**src/rtl/asap_pkg.sv**
```systemverilog
// ---------------------------------------------------------------------------
// asap_pkg
//
// Shared definitions for the 8-bit computer's sequencing logic:
//   - opcode constants (upper nibble of the instruction register)
//   - control-word width and bit positions of every datapath strobe
//   - cu_decode(): the microcode ROM, expressed as a pure function of
//     (step, opcode, latched zero flag, latched carry flag)
//
// Keeping the microcode in a function lets the control unit evaluate it
// twice: once for the current step (the strobes on the ports) and, when
// early instruction end is compiled in, once for the following step.
// ---------------------------------------------------------------------------
package asap_pkg;

    // Control word layout
    localparam int CW_W = 16;

    typedef logic [CW_W-1:0] ctrl_word_t;

    localparam int CW_HLT = 15;  // halt clock/display
    localparam int CW_MI  = 14;  // memory address register in
    localparam int CW_RI  = 13;  // RAM in
    localparam int CW_RO  = 12;  // RAM out
    localparam int CW_IO  = 11;  // instruction register operand out
    localparam int CW_II  = 10;  // instruction register in
    localparam int CW_AI  = 9;   // A register in
    localparam int CW_AO  = 8;   // A register out
    localparam int CW_EO  = 7;   // ALU out
    localparam int CW_SU  = 6;   // ALU subtract
    localparam int CW_BI  = 5;   // B register in
    localparam int CW_OI  = 4;   // output register in
    localparam int CW_CE  = 3;   // program counter enable
    localparam int CW_CO  = 2;   // program counter out
    localparam int CW_J   = 1;   // program counter load
    localparam int CW_FI  = 0;   // flags register in

    // Opcodes; 1001..1101 are unassigned and decode as NOP.
    localparam logic [3:0] OP_NOP = 4'b0000;
    localparam logic [3:0] OP_LDA = 4'b0001;
    localparam logic [3:0] OP_ADD = 4'b0010;
    localparam logic [3:0] OP_SUB = 4'b0011;
    localparam logic [3:0] OP_STA = 4'b0100;
    localparam logic [3:0] OP_LDI = 4'b0101;
    localparam logic [3:0] OP_JMP = 4'b0110;
    localparam logic [3:0] OP_JC  = 4'b0111;
    localparam logic [3:0] OP_JZ  = 4'b1000;
    localparam logic [3:0] OP_OUT = 4'b1110;
    localparam logic [3:0] OP_HLT = 4'b1111;

    // Microcode. The fetch steps (T0, T1) ignore the opcode entirely, so
    // the instruction register may still be loading while they run.
    // Any step beyond T4 decodes to an empty word.
    function automatic ctrl_word_t cu_decode(
        input logic [2:0] step,
        input logic [3:0] opcode,
        input logic       zf_q,
        input logic       cf_q
    );
        ctrl_word_t cw;
        cw = '0;
        case (step)
            3'd0: begin
                cw[CW_CO] = 1'b1;
                cw[CW_MI] = 1'b1;
            end
            3'd1: begin
                cw[CW_RO] = 1'b1;
                cw[CW_II] = 1'b1;
                cw[CW_CE] = 1'b1;
            end
            3'd2: begin
                case (opcode)
                    OP_LDA, OP_ADD, OP_SUB, OP_STA: begin
                        cw[CW_IO] = 1'b1;
                        cw[CW_MI] = 1'b1;
                    end
                    OP_LDI: begin
                        cw[CW_IO] = 1'b1;
                        cw[CW_AI] = 1'b1;
                    end
                    OP_JMP: begin
                        cw[CW_IO] = 1'b1;
                        cw[CW_J]  = 1'b1;
                    end
                    OP_JC: begin
                        cw[CW_IO] = cf_q;
                        cw[CW_J]  = cf_q;
                    end
                    OP_JZ: begin
                        cw[CW_IO] = zf_q;
                        cw[CW_J]  = zf_q;
                    end
                    OP_OUT: begin
                        cw[CW_AO] = 1'b1;
                        cw[CW_OI] = 1'b1;
                    end
                    OP_HLT: begin
                        cw[CW_HLT] = 1'b1;
                    end
                    default: cw = '0;
                endcase
            end
            3'd3: begin
                case (opcode)
                    OP_LDA: begin
                        cw[CW_RO] = 1'b1;
                        cw[CW_AI] = 1'b1;
                    end
                    OP_ADD, OP_SUB: begin
                        cw[CW_RO] = 1'b1;
                        cw[CW_BI] = 1'b1;
                    end
                    OP_STA: begin
                        cw[CW_AO] = 1'b1;
                        cw[CW_RI] = 1'b1;
                    end
                    default: cw = '0;
                endcase
            end
            3'd4: begin
                case (opcode)
                    OP_ADD, OP_SUB: begin
                        // ALU result onto the bus into A; the flags register
                        // samples zf/cf on the same edge, so they describe the
                        // sum/difference of the pre-update A and B.
                        cw[CW_EO] = 1'b1;
                        cw[CW_AI] = 1'b1;
                        cw[CW_FI] = 1'b1;
                        cw[CW_SU] = (opcode == OP_SUB);
                    end
                    default: cw = '0;
                endcase
            end
            default: cw = '0;
        endcase
        return cw;
    endfunction

endpackage

```
**src/rtl/control_unit_step_counter.sv**
```systemverilog
// ---------------------------------------------------------------------------
// step_counter
//
// Microstep counter for a multi-step controller. Counts 0..STEPS-1 and wraps.
//
// Parameters:
//   STEPS      steps per instruction; the counter is 3 bits wide, so 2..8
// Ports:
//   clk        system clock, rising edge
//   rst        synchronous active-high reset, forces step to 0
//   early_end  return to 0 on this edge instead of advancing
//   freeze     hold the current step (takes priority over early_end/wrap)
//   step       current microstep
// ---------------------------------------------------------------------------
module step_counter #(
    parameter int STEPS = 5
) (
    input  logic       clk,
    input  logic       rst,
    input  logic       early_end,
    input  logic       freeze,
    output logic [2:0] step
);

    localparam logic [2:0] LAST_STEP = 3'(STEPS - 1);

    always_ff @(posedge clk) begin
        if (rst) begin
            step <= 3'd0;
        end else if (freeze) begin
            step <= step;
        end else if (early_end || (step == LAST_STEP)) begin
            step <= 3'd0;
        end else begin
            step <= step + 3'd1;
        end
    end

endmodule

```
**src/rtl/control_unit.sv**
```systemverilog
// ---------------------------------------------------------------------------
// control_unit
//
// Microcoded sequencer for the 8-bit computer. Decodes (step, opcode,
// latched flags) into a 16-bit control word and fans it out onto the
// datapath strobes. Owns the microstep counter, the halt latch and the
// zero/carry flags register.
//
// Build option:
//   CU_EARLY_END_EN  when defined, an instruction ends as soon as its next
//                    execute step (T2 or later) would emit no strobes, so
//                    instructions take 3..5 cycles instead of STEPS.
//
// Parameters:
//   STEPS    microsteps per instruction (5..8)
// Ports:
//   clk      system clock, all state on the rising edge
//   rst      synchronous active-high reset
//   opcode   upper nibble of the instruction register (used from T2 on)
//   zf, cf   combinational ALU zero/carry flags
//   hlt, mi, ri, ro, io, ii, ai, ao, eo, su, bi, oi, ce, co, j, fi
//            datapath control strobes (combinational, valid with step)
//   zf_q     latched zero flag
//   cf_q     latched carry flag
//   step     current microstep (debug view of the sequencer state)
//
// Strobes are a same-cycle decode of the registered state; the blocks they
// drive capture on the edge that ends the cycle. While rst is high every
// strobe is 0; while halted only hlt is 1.
// ---------------------------------------------------------------------------
module control_unit
    import asap_pkg::*;
#(
    parameter int STEPS = 5
) (
    input  logic       clk,
    input  logic       rst,
    input  logic [3:0] opcode,
    input  logic       zf,
    input  logic       cf,
    output logic       hlt,
    output logic       mi,
    output logic       ri,
    output logic       ro,
    output logic       io,
    output logic       ii,
    output logic       ai,
    output logic       ao,
    output logic       eo,
    output logic       su,
    output logic       bi,
    output logic       oi,
    output logic       ce,
    output logic       co,
    output logic       j,
    output logic       fi,
    output logic       zf_q,
    output logic       cf_q,
    output logic [2:0] step
);

    logic       halted;
    logic       early_end;
    logic       freeze;
    ctrl_word_t cw_now;
    ctrl_word_t cw_out;

    // Microcode for the current step.
    always_comb begin
        cw_now = cu_decode(step, opcode, zf_q, cf_q);
    end

    // Output gating: reset silences everything (including hlt); once halted
    // the word is pinned to "hlt only" regardless of step/opcode.
    always_comb begin
        cw_out = cw_now;
        if (rst) begin
            cw_out = '0;
        end else if (halted) begin
            cw_out         = '0;
            cw_out[CW_HLT] = 1'b1;
        end
    end

`ifdef CU_EARLY_END_EN
    // Look one step ahead; only execute steps may end an instruction early,
    // the fetch steps always run.
    logic [2:0] step_nxt;
    ctrl_word_t cw_next;

    always_comb begin
        step_nxt  = step + 3'd1;
        cw_next   = cu_decode(step_nxt, opcode, zf_q, cf_q);
        early_end = (step >= 3'd2) && (cw_next == '0);
    end
`else
    assign early_end = 1'b0;
`endif

    // The HLT step itself must not advance the counter, so the live hlt
    // strobe freezes it as well as the latched state.
    assign freeze = halted | cw_out[CW_HLT];

    step_counter #(
        .STEPS (STEPS)
    ) u_step_counter (
        .clk       (clk),
        .rst       (rst),
        .early_end (early_end),
        .freeze    (freeze),
        .step      (step)
    );

    // Halt latch and flags register. Reset has priority over a coincident
    // hlt (which is already gated to 0 while rst is high).
    always_ff @(posedge clk) begin
        if (rst) begin
            halted <= 1'b0;
            zf_q   <= 1'b0;
            cf_q   <= 1'b0;
        end else begin
            if (cw_out[CW_HLT]) begin
                halted <= 1'b1;
            end
            if (cw_out[CW_FI]) begin
                zf_q <= zf;
                cf_q <= cf;
            end
        end
    end

    // Fan the control word out onto the strobe ports.
    assign hlt = cw_out[CW_HLT];
    assign mi  = cw_out[CW_MI];
    assign ri  = cw_out[CW_RI];
    assign ro  = cw_out[CW_RO];
    assign io  = cw_out[CW_IO];
    assign ii  = cw_out[CW_II];
    assign ai  = cw_out[CW_AI];
    assign ao  = cw_out[CW_AO];
    assign eo  = cw_out[CW_EO];
    assign su  = cw_out[CW_SU];
    assign bi  = cw_out[CW_BI];
    assign oi  = cw_out[CW_OI];
    assign ce  = cw_out[CW_CE];
    assign co  = cw_out[CW_CO];
    assign j   = cw_out[CW_J];
    assign fi  = cw_out[CW_FI];

endmodule

```
**config.mk**
```make
export PLATFORM = sky130hd
export DESIGN_NAME = control_unit
export DESIGN_NICKNAME = d
export VERILOG_FILES = /design/src/rtl/asap_pkg.sv /design/src/rtl/control_unit_step_counter.sv /design/src/rtl/control_unit.sv
export SDC_FILE = /design/constraint.sdc
export NUM_CORES = 1
export LEC_CHECK = 0
export CORE_MARGIN = 1
export CORE_UTILIZATION = 47
export CTS_BUF_LIST = sky130_fd_sc_hd__clkbuf_4
export DETAILED_ROUTE_END_ITERATION = 8
export PLACE_DENSITY = 0.87
export SLEW_MARGIN = 20
export SYNTH_ARGS = -nofsm -noshare
export SYNTH_HDL_FRONTEND = slang
export SYNTH_SLANG_ARGS = --single-unit
export TNS_END_PERCENT = 20
```
**constraint.sdc**
```tcl
create_clock -name clk -period 5.2 [get_ports clk]
set_clock_uncertainty 0.1 [all_clocks]
set_input_delay 1.56 -clock clk [delete_from_list [all_inputs] [get_ports clk]]
set_output_delay 1.56 -clock clk [all_outputs]
set_load 0.05 [all_outputs]
```
-- After elaboration in Yosys (flattened, before gate mapping)
Cells that the tools add are included.
- reductions and logical operators: 5
- equal/unequal tests: 14
- add/subtract/negate cells: 1
- bitwise logic cells: 1
- multiplexer cells: 23
- operators with widths (cell ; count):
    16-bit two-way mux ; 2
    6-bit one-hot mux with 3 select lines ; 1
    4-bit by 3-bit == test with 1-bit output, second input constant ; 4
    1-bit two-way mux ; 13
    4-bit == test, second input constant ; 3
    4-bit by 2-bit == test with 1-bit output, second input constant ; 2
    3-bit by 2-bit == test with 1-bit output, second input constant ; 2
    1-bit one-hot mux with 3 select lines ; 2
    6-bit OR reduction ; 1
    4-bit by 1-bit == test with 1-bit output, second input constant ; 1
    1-bit one-hot mux with 2 select lines ; 2
    2-bit one-hot mux with 2 select lines ; 1
    4-bit OR reduction ; 1
    3-bit by 1-bit adder with 3-bit output, second input constant ; 1
    3-bit by 1-bit == test with 1-bit output, second input constant ; 1
    3-bit == test, second input constant ; 1
    3-bit zero test ; 1
    3-bit two-way mux ; 1
    3-bit OR reduction ; 1
    2-bit two-way mux ; 1
    2-bit OR reduction ; 1
    1-bit OR ; 1
- register bits: 6
- output and inout bits: 21
- bits of input ports: 8
- logic and storage cells: 48

-- Depth between registers and ports, before layout
Gate-level depths: netlist of the first run.
- depth in word-level cells: 7
- depth in mapped cells: 6
- mapped depth without buffers: 5

-- Cells and area by module
Synthesis of the first run repeated with hierarchy kept, for this count alone.
- cell total of the unflattened synthesis: 79
- area, all modules: 593.1 µm²
- by module, submodules not included (module ; seq. area each (µm²) ; area each (µm²) ; instances ; cells each):
    control_unit ; 60.1 ; 442.9 ; 1 ; 63
    step_counter ; 60.1 ; 150.1 ; 1 ; 16

-- Worst setup path after synthesis of the first run
No wires, ideal clock.
- path type: input to output
- start point: input rst
- end point: output mi
- slack: -0.016 ns
- stages: 4
- arrival time: 3.556 ns
- data required time: 3.540 ns
- path buffers: 1
- path through: or2_1 -> buf_6 -> nor3_1 -> o21bai_1
- longest elaborated chain between the ends: 1
- ends and longest elaborated chain (item ; RTL line ; RTL):
    start: declaration ; control_unit.sv:37 ; input logic rst,
    16-bit two-way mux ; control_unit.sv:77 ; if (rst) begin
    end: declaration ; control_unit.sv:42 ; output logic mi,
Every way passes these cells.

-- Final worst setup path of the first run
- start point: input opcode[1]
- end point: output fi
- longest elaborated chain between the ends: 6
- elaborated cells on any way between the ends: 7
- classes of those cells: 2 x eq/ne; 4 x mux; 1 x reduce/logical
- ends and longest elaborated chain (item ; RTL line ; RTL):
    start: declaration ; control_unit.sv:38 ; input logic [3:0] opcode,
    4-bit by 2-bit == test with 1-bit output ; asap_pkg.sv:122 ; case (opcode)
    2-bit OR reduction * ; asap_pkg.sv:122 ;
    1-bit two-way mux * ; asap_pkg.sv:122 ;
    2-bit one-hot mux with 2 select lines * ; asap_pkg.sv:62 ; case (step)
    16-bit two-way mux * ; control_unit.sv:79 ; end else if (halted) begin
    16-bit two-way mux * ; control_unit.sv:77 ;
    end: declaration ; control_unit.sv:56 ; output logic fi,
Mark *: on every way between the ends. The rest lies on a longest branch, timed or not.

==> results.md, run 1 <==
- R2r startpoint: u_step_counter.step[0]$_SDFFE_PP0N_
- Iter 0 DRT Violations: 26
- Starting Density: 0.512
- Netlist Area Pre-Place: 683 sq um
- Worst Tran Pin Value: 0.509 ns
- Overall die height: 40.1 um
- Final setup fails: 0
- Largest family of logic cells by synthesized area: simple AND/OR/NAND/NOR gates
- Largest cells by area after synthesis: dfxtp_1 18%, ha_1 9.2%, mux2i_1 7.3%, nand2b_1 6.4%, inv_1 4.9%
- ANT cells: 0
- Cts repair resizes: 0
- Synth Instances: 84
- CP max FO: 6
- Slew Viols, Final: 0
- Synth top area share: 0.176
- Adder-cell share of the synthesized area: 0.0916
- Syn Nets: 97
- Xor/xnor cell area share of the yosys netlist: 0
- RR Endpoint: u_step_counter.step[2]$_SDFFE_PP0N_
- Die Wd: 40.1 um
- Hold_buf cts: 0
- First-pass GRT wire length: between 2000 and 3000 um
- Clock insertion delay at the later pin of the skew report: approximately 0.24 ns
- Routed Wire Length: 1770 um
- Final net count: about 130
- CTS Sinks: 6
- Share of layout cells above drive strength 1: 0.292
- Fin util: 0.868
- Final WS setup: 0.267 ns
- Area of the die: 1610 sq um
- Vias in the first global route: roughly 660
- Initial antenna violation count: 0
- Synthesis-stage register bit count: 6
- CP startpoint: opcode[1]
- Min cycle time layout: 4.93 ns
- Sequential fraction of the synthesis area: 0.176
- Filler cells: 72
- Fin crit share: 0.949
- Critical Path RT: 3.54 ns
- Worst R2R Setup Slack: 3.49 ns
- Area occupied by registers: about 120 sq um
- Fmax: 203 MHz
- Area grow syn2layout: 69.4%
- Peak supply drop: 0.173 mV
- Most common cell in the netlist: inv_1
- Synth Area in Compound Gates: 0.154
- Synth Area in Simple Gates: 0.405
- Leak: 0.457 nW
- Commonest cells in the netlist: 9 x inv_1, 7 x nand2b_1, 6 x dfxtp_1, 6 x nor2_1
- Root buffer cell: clkbuf_4
- DP Wirelength: 1410 um
- CTS buffer count: 3
- Status: completed
- Syn_area_per_cell: roughly 8.1 sq um
- CP Class: input port to output pin
- WL per Instance: 13.8 um
- Core area: 1330 sq um
- Area leader, netlist: dfxtp_1
- Unrepaired setup endpoints after global routing: false
- Port-buffer cells: 28
- Arrival time worst endpoint: 3.27 ns
- Top_reg_cell synth: dfxtp_1
- Post-route DRC violation count: 0
- HP Class: flop to flop
- Startpoint class of the critical path: input port
- Synth warnings: 0
- Clk buf depth: 2
- Worst-path clk slew: around 0.04 ns
- Vias: 703
- GPL Wtd Cong: 0.787
- Setup TNS: 0 ns
- Max-cap violations: 0
- Post-place setup slack: roughly 0.28 ns
- Asr flop ratio synth: 0
- Hold path depth: 2
- PwrDens: between 150 and 200 nW/um^2
- I/O pins: 29
- Grt ovf: 0
- Slew headroom: 0.659
- Post-synthesis mux area share: 0.0733
- Multi-input logic area: 499 sq um
- Reg2Reg Depth: 5
- Hold_sp: zf_q$_SDFFE_PP0P_
- Total GRT Usage: 0.252
- TritonCTS clock tree: yes
- Hold EP: zf_q$_SDFFE_PP0P_
- Final hold vios: 0
- Synth cell types: 37
- Crit end category: output pin
- Post-CTS setup buffers: 0
- Largest net degree at the start of global routing: 14
- Vias per std cell: 5.49
- EDFF count, synth: 0
- Routed Antenna Nets: 0
- H-tree depth: 1
- # rows: 13
- Pre-Repair DR Iteration Count: 4
==> sequential cells by signal, indices dropped and copies added, names as in the netlist <==
name	flops
u_step_counter.step	3
zf_q	1
cf_q	1
halted	1
==> routing by layer <==
metal,track usage,up-vias,part of all wire
li1,-,349,-
met1,0.289,313,0.41
met2,0.468,37,0.52
met3,0.0167,4,0.048
met4,0.112,0,0.019
met5,0,-,0
==> layout make-up <==
type                            count  share of cell area
Timing Repair Buffer               31               0.400
Multi-Input combinational cell     64               0.431
Sequential cell                     6               0.104
Tap cell                           15              0.0162
Clock buffer                        3              0.0195
Inverter                            9              0.0292
==> kinds of logic (layout without fill, tap and decap cells) <==
logic type                 after synthesis  in the layout
and+or+nand+nor                         42             42
buffers and inverters                   14             43
AOI/OAI and AO/OA                       12             12
DFF                                      6              6
adders and majority gates                5              5
muxes                                    5              5
==> worst max-delay path, cell delays in order <==
cell,delay [ns]
clkdlybuf4s50_1,0.57
inv_1,0.16
or3_4,0.43
nor2_1,0.35
buf_12,0.19
==> power breakdown <==
group | total [mW] | switching, mW | internal (mW) | leakage (nW)
logic | 0.121 | 0.0693 | 0.0512 | 0.394
registers | 0.0556 | 0.00591 | 0.0497 | 0.0490
clock network | 0.0421 | 0.0160 | 0.0261 | 0.0138
==> worst max path at each step <==
| stage | to | slack [ns] | depth (start not counted) |
|---|---|---|---|
| floorplan | fi | 0.33 | 4 |
| global placement | fi | 0.36 | 5 |
| detailed placement | fi | 0.28 | 5 |
| CTS | fi | 0.28 | 5 |
| global route | fi | 0.23 | 5 |
| finish | fi | 0.27 | 5 |
==> cells in the final DEF, fill, tap and decap left out, types with 2 or more instances in the layout <==
cell type and count:
a21oi_1 2, a21oi_2 2, buf_12 16, buf_4 3, clkbuf_4 3, clkdlybuf4s50_1 12, dfxtp_1 6, ha_1 5
inv_1 9, mux2i_1 5, nand2_1 3, nand2b_1 7, nand3_1 3, nand4_1 2, nor2_1 6, nor2b_1 4
nor3_2 2, o21ai_0 2, or3_1 3
==> through the flow <==
stage                     instances  total power [mW]  area [sq um]  hold slack, ns
after detailed placement        125             0.176          1130           0.386
after floorplan                  84             0.128           688           0.422
after global placement          125             0.173          1130           0.369
final                           128             0.218          1160           0.417
after CTS                       128             0.219          1160           0.429
after global routing            128             0.231          1160           0.440
Note: power is estimated with default switching activity, not from simulation.
==> run 2: changes to the inputs <==
Settings changed: CORE_UTILIZATION 47 to 43, PLACE_DENSITY 0.87 to 0.81.
Clock period 5.2 ns to 4.6 ns, I/O delays scaled along.
==> results.md, run 2 (synthesized netlist as in run 1, its figures left out) <==
- Arrival time worst endpoint: between 3 and 4 ns
- Iter 0 DRT Violations: 16
- Largest net degree at the start of global routing: 14
- Placement-stage cell area: 1150 sq um
- Initial antenna violation count: 0
- Multi-input logic area: 499 sq um
- Hold_buf cts: 0
- I/O pins: 29
- Pre-Repair DR Iteration Count: 4
- WL per Instance: 12.5 um
- Post-route DRC violation count: 0
- Die Wd: approximately 42 um
- Vias in the first global route: around 640
- Setup TNS: 0 ns
- Fin crit share: 0.978
- CTS buffer count: 3
- Core area: 1490 sq um
- Peak supply drop: 0.222 mV
- TritonCTS clock tree: yes
- Starting Density: 0.459
- Area grow syn2layout: 71.8%
- Max-cap violations: 0
- Crit end category: output pin
- CTS Sinks: 6
- Worst-path clk slew: 0.04 ns
- Clk buf depth: 2
- Most flops, register: u_step_counter.step
- Leak: 0.468 nW
- First-pass GRT wire length: 2700 um
- Unrepaired setup endpoints after global routing: false
- Fmax: 222 MHz
- H-tree depth: 1
- # rows: 14
- Cts repair resizes: 0
- CP Class: input port to output pin
- Post-CTS setup buffers: 0
- Share of layout cells above drive strength 1: 0.304
- Fin area: around 1200 sq um
- Largest register FFs: 3
- Routed Wire Length: about 1600 um
- Root buffer cell: clkbuf_4
- Grt ovf: 0
- Final hold vios: 0
- ANT cells: 0
- Clock insertion delay at the later pin of the skew report: 0.25 ns
- Startpoint class of the critical path: input port
- Vias: just over 700
- Status: completed
- Routed Antenna Nets: 0
- GPL Wtd Cong: 0.871
- PwrDens: 211 nW/um^2
- Final net count: 130
- Vias per std cell: 5.55
- Overall die height: 41.9 um
- Worst Tran Pin Value: 0.500 ns
- Min cycle time layout: ~4.5 ns
- HP Class: flop to flop
- Final setup fails: 0
- Area occupied by registers: 120 sq um
- Area of the die: 1750 sq um
- Commonest non-fill, non-tap cell in the layout: buf_12
- Total GRT Usage: 0.198
- Critical Path RT: 3.12 ns
- CP max FO: 9
- Slew headroom: 0.666
- Commonest non-fill, non-tap cells in the layout: 16 x buf_12, 12 x clkdlybuf4s50_1, 9 x inv_1
- Slew Viols, Final: 0
- Filler cells: just over 90
- DP Wirelength: 1360 um
- Port-buffer cells: 28
-- run 2: cell count changes in the layout (fill, tap and decap cells not counted), sizes merged --
cell,previous run,this run
buf,19,21
-- run 2: final cells by class --
cell class                      count  share of cell area
Timing Repair Buffer               33               0.407
Clock buffer                        3              0.0192
Inverter                            9              0.0288
Sequential cell                     6               0.102
Multi-Input combinational cell     64               0.425
Tap cell                           16              0.0171
-- run 2: report_power, final --
group | internal [mW] | leakage (nW) | total, mW | switching [mW]
registers | 0.0562 | 0.0490 | 0.0628 | 0.00668
logic | 0.0582 | 0.405 | 0.135 | 0.0773
clock network | 0.0296 | 0.0138 | 0.0496 | 0.0201
total | 0.144 | 0.468 | 0.248 | 0.104
-- run 2: worst max-delay path, stage by stage --
cell,delay (ns)
clkdlybuf4s50_1,0.54
or2_4,0.32
or3_4,0.35
nor2_1,0.13
buf_4,0.16
buf_12,0.13
-- run 2: routing by layer --
layer,wire length [um],global-route usage,up-vias
met5,0,0,-
met4,52,0.129,0
met3,56,0.0261,7
met2,838,0.344,30
met1,684,0.223,337
li1,-,-,353
-- run 2: per-stage QoR --
stage	hold WS [ns]	power (mW)	setup slack (ns)	utilization	std cells
finish	0.388	0.248	0.0990	0.788	131
global placement	0.379	0.196	0.155	0.773	128
floorplan	0.422	0.145	0.0934	-	84
CTS	0.393	0.250	0.113	0.788	131
detailed placement	0.386	0.199	0.112	0.773	128
global route	0.419	0.262	0.0465	0.788	131
-- run 2: worst paths after layout --
check                                                          from                                  end  slack, ns  cells after the start
worst min register to register                    cf_q$_SDFFE_PP0P_                    cf_q$_SDFFE_PP0P_       0.39                      2
worst max register to register  u_step_counter.step[0]$_SDFFE_PP0N_  u_step_counter.step[2]$_SDFFE_PP0N_       2.81                      6
worst max-delay path                                      opcode[2]                                   fi        0.1                      6
worst min-delay path                              cf_q$_SDFFE_PP0P_                    cf_q$_SDFFE_PP0P_       0.39                      2
